[src/rtl/bias_add_sequencer.sv]
// Steps an FP16 bias-add job through the vector adder one NUM_UNITS-lane chunk at a time,
// masking the tail chunk and holding each result in a single-entry valid/ready register.
module bias_add_sequencer #(
  parameter int DATA_WIDTH  = 16,
  parameter int NUM_UNITS   = 16,
  parameter int LEN_WIDTH   = 10,
  parameter int CHUNK_WIDTH = LEN_WIDTH
) (
  input  logic                            clk,
  input  logic                            reset,
  input  logic                            job_start,
  input  logic [LEN_WIDTH-1:0]            job_len,
  output logic                            busy,
  output logic                            job_done,
  output logic [CHUNK_WIDTH-1:0]          chunk_idx,
  output logic                            va_start,
  output logic [NUM_UNITS-1:0]            va_active_units,
  input  logic                            va_ready,
  input  logic [DATA_WIDTH*NUM_UNITS-1:0] va_out,
  output logic                            out_valid,
  input  logic                            out_ready,
  output logic [DATA_WIDTH*NUM_UNITS-1:0] out_data,
  output logic [NUM_UNITS-1:0]            out_mask,
  output logic [CHUNK_WIDTH-1:0]          out_chunk,
  output logic                            out_last
);

  localparam int REM_W = (NUM_UNITS > 1) ? $clog2(NUM_UNITS) : 1;

  typedef enum logic [1:0] {
    S_IDLE,
    S_ISSUE,
    S_RELEASE,
    S_FINISH
  } state_t;

  state_t                          r_state, w_state_next;
  logic                            r_busy, w_busy;
  logic                            r_job_done, w_job_done;
  logic [CHUNK_WIDTH-1:0]          r_chunk_idx, w_chunk_idx;
  logic                            r_va_start, w_va_start;
  logic [NUM_UNITS-1:0]            r_va_active_units, w_va_active_units;
  logic                            r_out_valid, w_out_valid;
  logic [DATA_WIDTH*NUM_UNITS-1:0] r_out_data, w_out_data;
  logic [NUM_UNITS-1:0]            r_out_mask, w_out_mask;
  logic [CHUNK_WIDTH-1:0]          r_out_chunk, w_out_chunk;
  logic                            r_out_last, w_out_last;
  logic [CHUNK_WIDTH-1:0]          r_last_idx, w_last_idx;
  logic [REM_W-1:0]                r_rem, w_rem;

  logic [LEN_WIDTH-1:0]            w_len_m1;
  logic [CHUNK_WIDTH-1:0]          w_job_last_idx;
  logic [REM_W-1:0]                w_job_rem;
  logic [DATA_WIDTH*NUM_UNITS-1:0] w_masked;
  logic                            w_out_free;

  // Full mask everywhere except a tail chunk whose length is not a lane multiple.
  function automatic logic [NUM_UNITS-1:0] f_lane_mask(
    input logic [CHUNK_WIDTH-1:0] idx,
    input logic [CHUNK_WIDTH-1:0] last_idx,
    input logic [REM_W-1:0]       rem
  );
    logic [NUM_UNITS-1:0] m;
    m = '1;
    if (idx == last_idx && rem != '0)
      for (int l = 0; l < NUM_UNITS; l++) m[l] = (l < int'(rem));
    return m;
  endfunction

  assign w_len_m1       = job_len - 1'b1;
  assign w_job_last_idx = CHUNK_WIDTH'(w_len_m1 / LEN_WIDTH'(NUM_UNITS));
  assign w_job_rem      = REM_W'(job_len % LEN_WIDTH'(NUM_UNITS));
  assign w_out_free     = !r_out_valid || out_ready;

  always_comb begin
    w_masked = '0;
    for (int l = 0; l < NUM_UNITS; l++)
      if (r_va_active_units[l])
        w_masked[l*DATA_WIDTH +: DATA_WIDTH] = va_out[l*DATA_WIDTH +: DATA_WIDTH];
  end

  always_comb begin
    w_state_next      = r_state;
    w_busy            = r_busy;
    w_job_done        = 1'b0;
    w_chunk_idx       = r_chunk_idx;
    w_va_start        = r_va_start;
    w_va_active_units = r_va_active_units;
    w_out_valid       = r_out_valid && !out_ready;
    w_out_data        = r_out_data;
    w_out_mask        = r_out_mask;
    w_out_chunk       = r_out_chunk;
    w_out_last        = r_out_last;
    w_last_idx        = r_last_idx;
    w_rem             = r_rem;

    case (r_state)
      S_IDLE: begin
        if (job_start) begin
          if (job_len != '0) begin
            w_state_next      = S_ISSUE;
            w_busy            = 1'b1;
            w_chunk_idx       = '0;
            w_va_start        = 1'b1;
            w_last_idx        = w_job_last_idx;
            w_rem             = w_job_rem;
            w_va_active_units = f_lane_mask('0, w_job_last_idx, w_job_rem);
          end else begin
            w_job_done = 1'b1;
          end
        end
      end
      S_ISSUE: begin
        // The output register is always free here, so the capture never overwrites a chunk.
        if (va_ready) begin
          w_state_next = S_RELEASE;
          w_va_start   = 1'b0;
          w_out_valid  = 1'b1;
          w_out_data   = w_masked;
          w_out_mask   = r_va_active_units;
          w_out_chunk  = r_chunk_idx;
          w_out_last   = (r_chunk_idx == r_last_idx);
        end
      end
      S_RELEASE: begin
        if (!va_ready && w_out_free) begin
          if (r_chunk_idx != r_last_idx) begin
            w_state_next      = S_ISSUE;
            w_chunk_idx       = r_chunk_idx + 1'b1;
            w_va_start        = 1'b1;
            w_va_active_units = f_lane_mask(w_chunk_idx, r_last_idx, r_rem);
          end else begin
            w_state_next = S_FINISH;
            w_job_done   = 1'b1;
          end
        end
      end
      S_FINISH: begin
        w_state_next = S_IDLE;
        w_busy       = 1'b0;
      end
      default: w_state_next = S_IDLE;
    endcase
  end

  always_ff @(posedge clk) begin
    if (reset) begin
      r_state           <= S_IDLE;
      r_busy            <= 1'b0;
      r_job_done        <= 1'b0;
      r_chunk_idx       <= '0;
      r_va_start        <= 1'b0;
      r_va_active_units <= '0;
      r_out_valid       <= 1'b0;
      r_out_data        <= '0;
      r_out_mask        <= '0;
      r_out_chunk       <= '0;
      r_out_last        <= 1'b0;
      r_last_idx        <= '0;
      r_rem             <= '0;
    end else begin
      r_state           <= w_state_next;
      r_busy            <= w_busy;
      r_job_done        <= w_job_done;
      r_chunk_idx       <= w_chunk_idx;
      r_va_start        <= w_va_start;
      r_va_active_units <= w_va_active_units;
      r_out_valid       <= w_out_valid;
      r_out_data        <= w_out_data;
      r_out_mask        <= w_out_mask;
      r_out_chunk       <= w_out_chunk;
      r_out_last        <= w_out_last;
      r_last_idx        <= w_last_idx;
      r_rem             <= w_rem;
    end
  end

  assign busy            = r_busy;
  assign job_done        = r_job_done;
  assign chunk_idx       = r_chunk_idx;
  assign va_start        = r_va_start;
  assign va_active_units = r_va_active_units;
  assign out_valid       = r_out_valid;
  assign out_data        = r_out_data;
  assign out_mask        = r_out_mask;
  assign out_chunk       = r_out_chunk;
  assign out_last        = r_out_last;

endmodule
[config.mk]
export PLATFORM = sky130hd
export DESIGN_NAME = bias_add_sequencer
export DESIGN_NICKNAME = d
export VERILOG_FILES = /design/src/rtl/bias_add_sequencer.sv
export SDC_FILE = /design/constraint.sdc
export NUM_CORES = 1
export LEC_CHECK = 0
export ABC_AREA = 1
export CORE_AREA = 8 8 224 226
export DETAILED_ROUTE_END_ITERATION = 7
export DIE_AREA = 0 0 232 234
export HOLD_SLACK_MARGIN = 0.12
export PLACE_DENSITY = 0.62
export SYNTH_ARGS = -nofsm -noshare
export SYNTH_HDL_FRONTEND = slang
export SYNTH_SLANG_ARGS = --single-unit
[constraint.sdc]
create_clock -name clk -period 2.45 [get_ports clk]
set_input_delay 0.49 -clock clk [delete_from_list [all_inputs] [get_ports clk]]
set_output_delay 0.49 -clock clk [all_outputs]
set_load 0.005 [all_outputs]
* Word level (Yosys, flattened, before mapping) *
Index checks and enable logic that the tools add are counted.

word-level totals
  output and inout port bits = 313
  bits in registers = 325
  input port bits = 271

cells by class
  multiplexer cells = 48
  equal/unequal tests = 11
  $lt $le $gt $ge = 30
  reduce and logical (&&, ||, !) cells = 22
  add/subtract/negate cells = 2

operator list
  cell                                                 number
  2-to-1 mux 16 bit                                    22
  < comparator 4 bit (first input constant)            14
  2-to-1 mux 10 bit                                    4
  < comparator 3 x 4 -> 1 bit (first input constant)   8
  one-hot mux 16 bit (2 select lines)                  1
  == test 10 x 6 -> 1 bit                              2
  one-hot mux 10 bit (2 select lines)                  1
  < comparator 1 x 4 -> 1 bit (first input constant)   4
  < comparator 2 x 4 -> 1 bit (first input constant)   4
  2-to-1 mux 1 bit                                     11
  adder 10 x 1 -> 10 bit (second input constant)       1
  zero test 10 bit                                     1
  2-to-1 mux 2 bit                                     5
  != test 10 x 6 -> 1 bit                              1
  != test 2 bit (second input constant)                5
  nonzero test 10 bit                                  1
  subtractor 10 x 1 -> 10 bit (second input constant)  1
  one-hot mux 2 bit (4 select lines)                   1
  nonzero test 4 bit                                   2
  AND reduction 3 bit                                  2
  AND reduction 6 bit                                  1
  AND reduction 5 bit                                  1
  == test 2 bit (second input constant)                2
  logical AND 1 bit                                    4
  10 further kinds                                     14

* Depth between registers and ports, before layout *
  depth in word-level cells = 7
  mapped depth = 14
  gate-level depth less buffers = 14

* Least setup slack after synthesis *
No wires, ideal clock.

  path kind = register to register
  start = register r_chunk_idx[0] (netlist: chunk_idx[0])
  end = register r_va_active_units[4] (netlist: va_active_units[4])
  data arrival time = 1.690 ns
  library setup time = 0.117 ns
  required time = 2.333 ns
  stages on the path, launching flop included = 13
  period minus slack after synthesis = 1.808 ns
  slack = 0.642 ns
  cell sequence = dfxtp_1 ha_1 nand2_1 nor2_2 nand2_1 nand2_1 nand3_1 nor2_1 nand3_2 nand2_4 nand3_2 nor2_1 nor2_1

on the way
  word-level cells in the longest chain between the ends = 7

RTL lines
  item                                 line  RTL
  start: declaration                   40    logic [CHUNK_WIDTH-1:0] r_chunk_idx, w_chunk_idx;
  start signal: assignment             165   r_chunk_idx <= w_chunk_idx;
  adder 10 x 1 -> 10 bit               129   w_chunk_idx = r_chunk_idx + 1'b1;
  == test 10 x 6 -> 1 bit              65    if (idx == last_idx && rem != '0)
  logical AND 1 bit                    65
  2-to-1 mux 16 bit                    65
  2-to-1 mux 16 bit                    127   if (r_chunk_idx != r_last_idx) begin
  2-to-1 mux 16 bit                    126   if (!va_ready && w_out_free) begin
  one-hot mux 16 bit (2 select lines)  97    case (r_state)
  end signal: assignment               167   r_va_active_units <= w_va_active_units;
  end: declaration                     42    logic [NUM_UNITS-1:0] r_va_active_units, w_va_active_units;

Several ways; a longest one is shown, not always the timed one. The select of a mux whose other input is x is not followed.
A chain may end at the register's enable or synchronous reset.

* Worst setup path after layout *
  start = register r_chunk_idx[5] (netlist: chunk_idx[5])
  end = output chunk_idx[5]

RTL lines
  item              line  RTL
  end: declaration  15    output logic [CHUNK_WIDTH-1:0] chunk_idx,

No word-level cell between the ends.

==> flow_summary.toml <==
[sta]
layout_setup_ws_ns = 0.332
finalHoldViolCount = 0
drv_slew = 0
worst_pin_slew_ns = 0.908
setup_violations = 0
rsz0062_at_grt = "no"
slew_headroom_pct = 39.4
fmax_ghz = 0.472
period_minus_slack_ns = 2.12
timing.final.crit_share_pct = 86.4
fin_skew_ns = 0.0170

[routing]
vias = 13092
drt-total-wl_um = 52700
ant_nets = 0
drtIter0Drc = 741
drc_errors = 0
wl_per_cell_um = 18.4
drtPass1Iterations = 5
viasPerCell = 4.56

[synthesis]
synth-xor-area-share_pct = 0
synth-compound-area-share_pct = 15.3
synth_area_leaders = "dfxtp_1 (52%), nand2_1 (20%), a21oi_1 (13%)"
syn_area_per_cell_um2 = 7.49
synth_area_leader_cell = "dfxtp_1"
synthSimpleGateAreaFrac_pct = 26.3
synth-edff-count = 0
ys_async_sr_fraction_pct = 0
syn_area_um2 = 12400
yosys_register_bits = 325
syn_nets = 1931
yosys_warnings = 0
synth_top_family_by_area = "simple AND/OR/NAND/NOR gates"
synthTopCellsByCount = "nand2_1 (656), dfxtp_1 (325), a21oi_1 (315)"
synth_top_area_share_pct = 52.4
yosys_most_used_dff = "dfxtp_1"
synth_fa_ha_area_share_pct = 0.101
post-synth-top-count-cell = "nand2_1"
synth.area.mux_share_pct = 0
synthesis.instances = 1659
yosysUniqueCellTypes = 39
yosysSeqAreaShare_pct = 52.4

[cts]
post_cts_buffers = 0
clock_latency_ns = 0.54
cts_tree = "done"
cts.clk_slew.worst_paths_ns = 0.06
cts_htree_levels = 2
cts_made_buffers = 39
cts-resized-gates = 0
numClockSinks = 325
cts_buffer_depth = 3
cts-root-buf = "clkbuf_16"
ctsHoldBuffers = 0

[floorplan]
die-area_um2 = 54300
die-width_um = 232
core_area_um2 = 46800
die_h_um = 234
io_pins = 584
row_count = 80
initial_core_util_pct = 26.5

[worst_setup_path]
crit_arrival_ns = 1.63
crit_family = "buffers and inverters"
cp_slowest_cell = "clkdlybuf4s50_1"
start_kind = "register"
reg2reg_depth = 10
crit_path_cell_trace = "clkdlybuf4s50_1"
critPathKind = "reg2out"
cpPeakStageDelay_ns = 0.58
cp_max_fo = 8
cp.buffers_inverters = 1
worstPathRequired_ns = 1.96
cp-end-kind = "output pin"
path_depth = 1

[worst_hold_path]
hold_depth = 2
hp-class = "in2reg"

[global_routing]
grt_start_max_net_pins = 117
grt_antenna_before_repair = 7
grt_pass1_wl_um = 77100
grt_pass1_vias = 12797
grt.total_usage_pct = 18.1
grt-ovfl-total = 0

[placed_design]
io_buffers = 583
dp_hpwl_um = 39800
place_area_um2 = 18900
dpl.cell_count = 2794
gp_congestion = 0.891
pre_cts_slack_ns = -0.0551

[pwr]
power.density_nw_per_um2 = 710
irDropWorstVdd_uv = 503
p_total_mw = 14.3
leakage_nw = 7.14

[layout]
syn2layout_area_growth_pct = 62.4
fin_area_um2 = 20200
drive_gt1_share_pct = 6.71
final_net_count = 2492
fin_cells = 2868
fin_util_pct = 43.1

[status]
status = "completed"

[flow_run]
drv_cap = 0
==> layer usage <==
metal / vias to the layer above / global-route usage, % / share of wire [%]
met5: - / 0 / 0.10
met4: 8 / 6.77 / 3.1
met3: 88 / 6.83 / 9.5
met2: 484 / 30.3 / 48
met1: 6046 / 21.0 / 39
li1: 6466 / - / -
==> state kept, by name (all words and copies together) (netlist names) <==
| register | cells |
|---|---|
| out_valid | 1 |
| chunk_idx | 10 |
| out_chunk | 10 |
| r_rem | 4 |
| r_state | 2 |
| va_active_units | 16 |
| job_done | 1 |
| out_data | 256 |
| r_last_idx | 6 |
| out_last | 1 |
| busy | 1 |
| out_mask | 16 |
| va_start | 1 |
==> cell type report <==
cell class	count	area, um^2
fillers	4667	26700
flip-flops and latches	325	6510
repair buffers	614	6140
multi-input cells	1165	5180
clock buffers	57	1170
well taps	615	769
inverters	75	284
clock inverters	13	125
diodes	4	10.0
==> cells by family (layout without fill, tap and decap cells) <==
kind of cell / Yosys count / in the layout
other: 0 / 4
adders and majority gates: 1 / 1
DFF: 325 / 325
AOI/OAI and AO/OA: 369 / 369
buffers and inverters: 169 / 759
and+or+nand+nor: 795 / 795
==> per-stage QoR <==
| step | TNS, ns | hold WS, ns |
|---|---|---|
| after floorplan | 0 | 0.456 |
| after global placement | -0.0310 | 0.450 |
| after detailed placement | -0.295 | 0.454 |
| after CTS | 0 | 0.300 |
| after global routing | 0 | 0.302 |
| final | 0 | 0.327 |
==> power by group <==
group	internal, mW	switching [mW]	total [mW]
combinational	1.25	1.41	2.65
sequential	5.59	0.249	5.84
clock	3.51	2.32	5.84
==> worst paths after layout <==
check / to / slack (ns) / from
max reg2reg: chunk_idx[2] / 0.42 / chunk_idx[2]
min reg2reg: out_data[121] / 0.46 / out_data[121]
min: out_data[80] / 0.33 / reset
max: chunk_idx[5] / 0.33 / chunk_idx[5]
==> cell usage in the layout, fill, tap and decap left out, types with 2 or more instances in the layout <==
cell type,count
a211oi_2,4
a21oi_1,315
a21oi_2,2
buf_12,5
buf_4,26
bufinv_16,2
clkbuf_1,8
clkbuf_16,41
clkbuf_8,8
clkdlybuf4s50_1,582
clkinv_2,8
dfxtp_1,325
diode_2,4
inv_1,59
inv_2,14
nand2_1,655
nand2_2,3
nand2_4,4
nand3_1,30
nand3_2,4
nand3b_1,2
nand4_1,11
nor2_1,57
nor2_2,14
nor2_4,4
nor3_1,3
nor3_2,2
o21ai_0,40
o21ai_1,3
(Power assumes the default switching activity.)
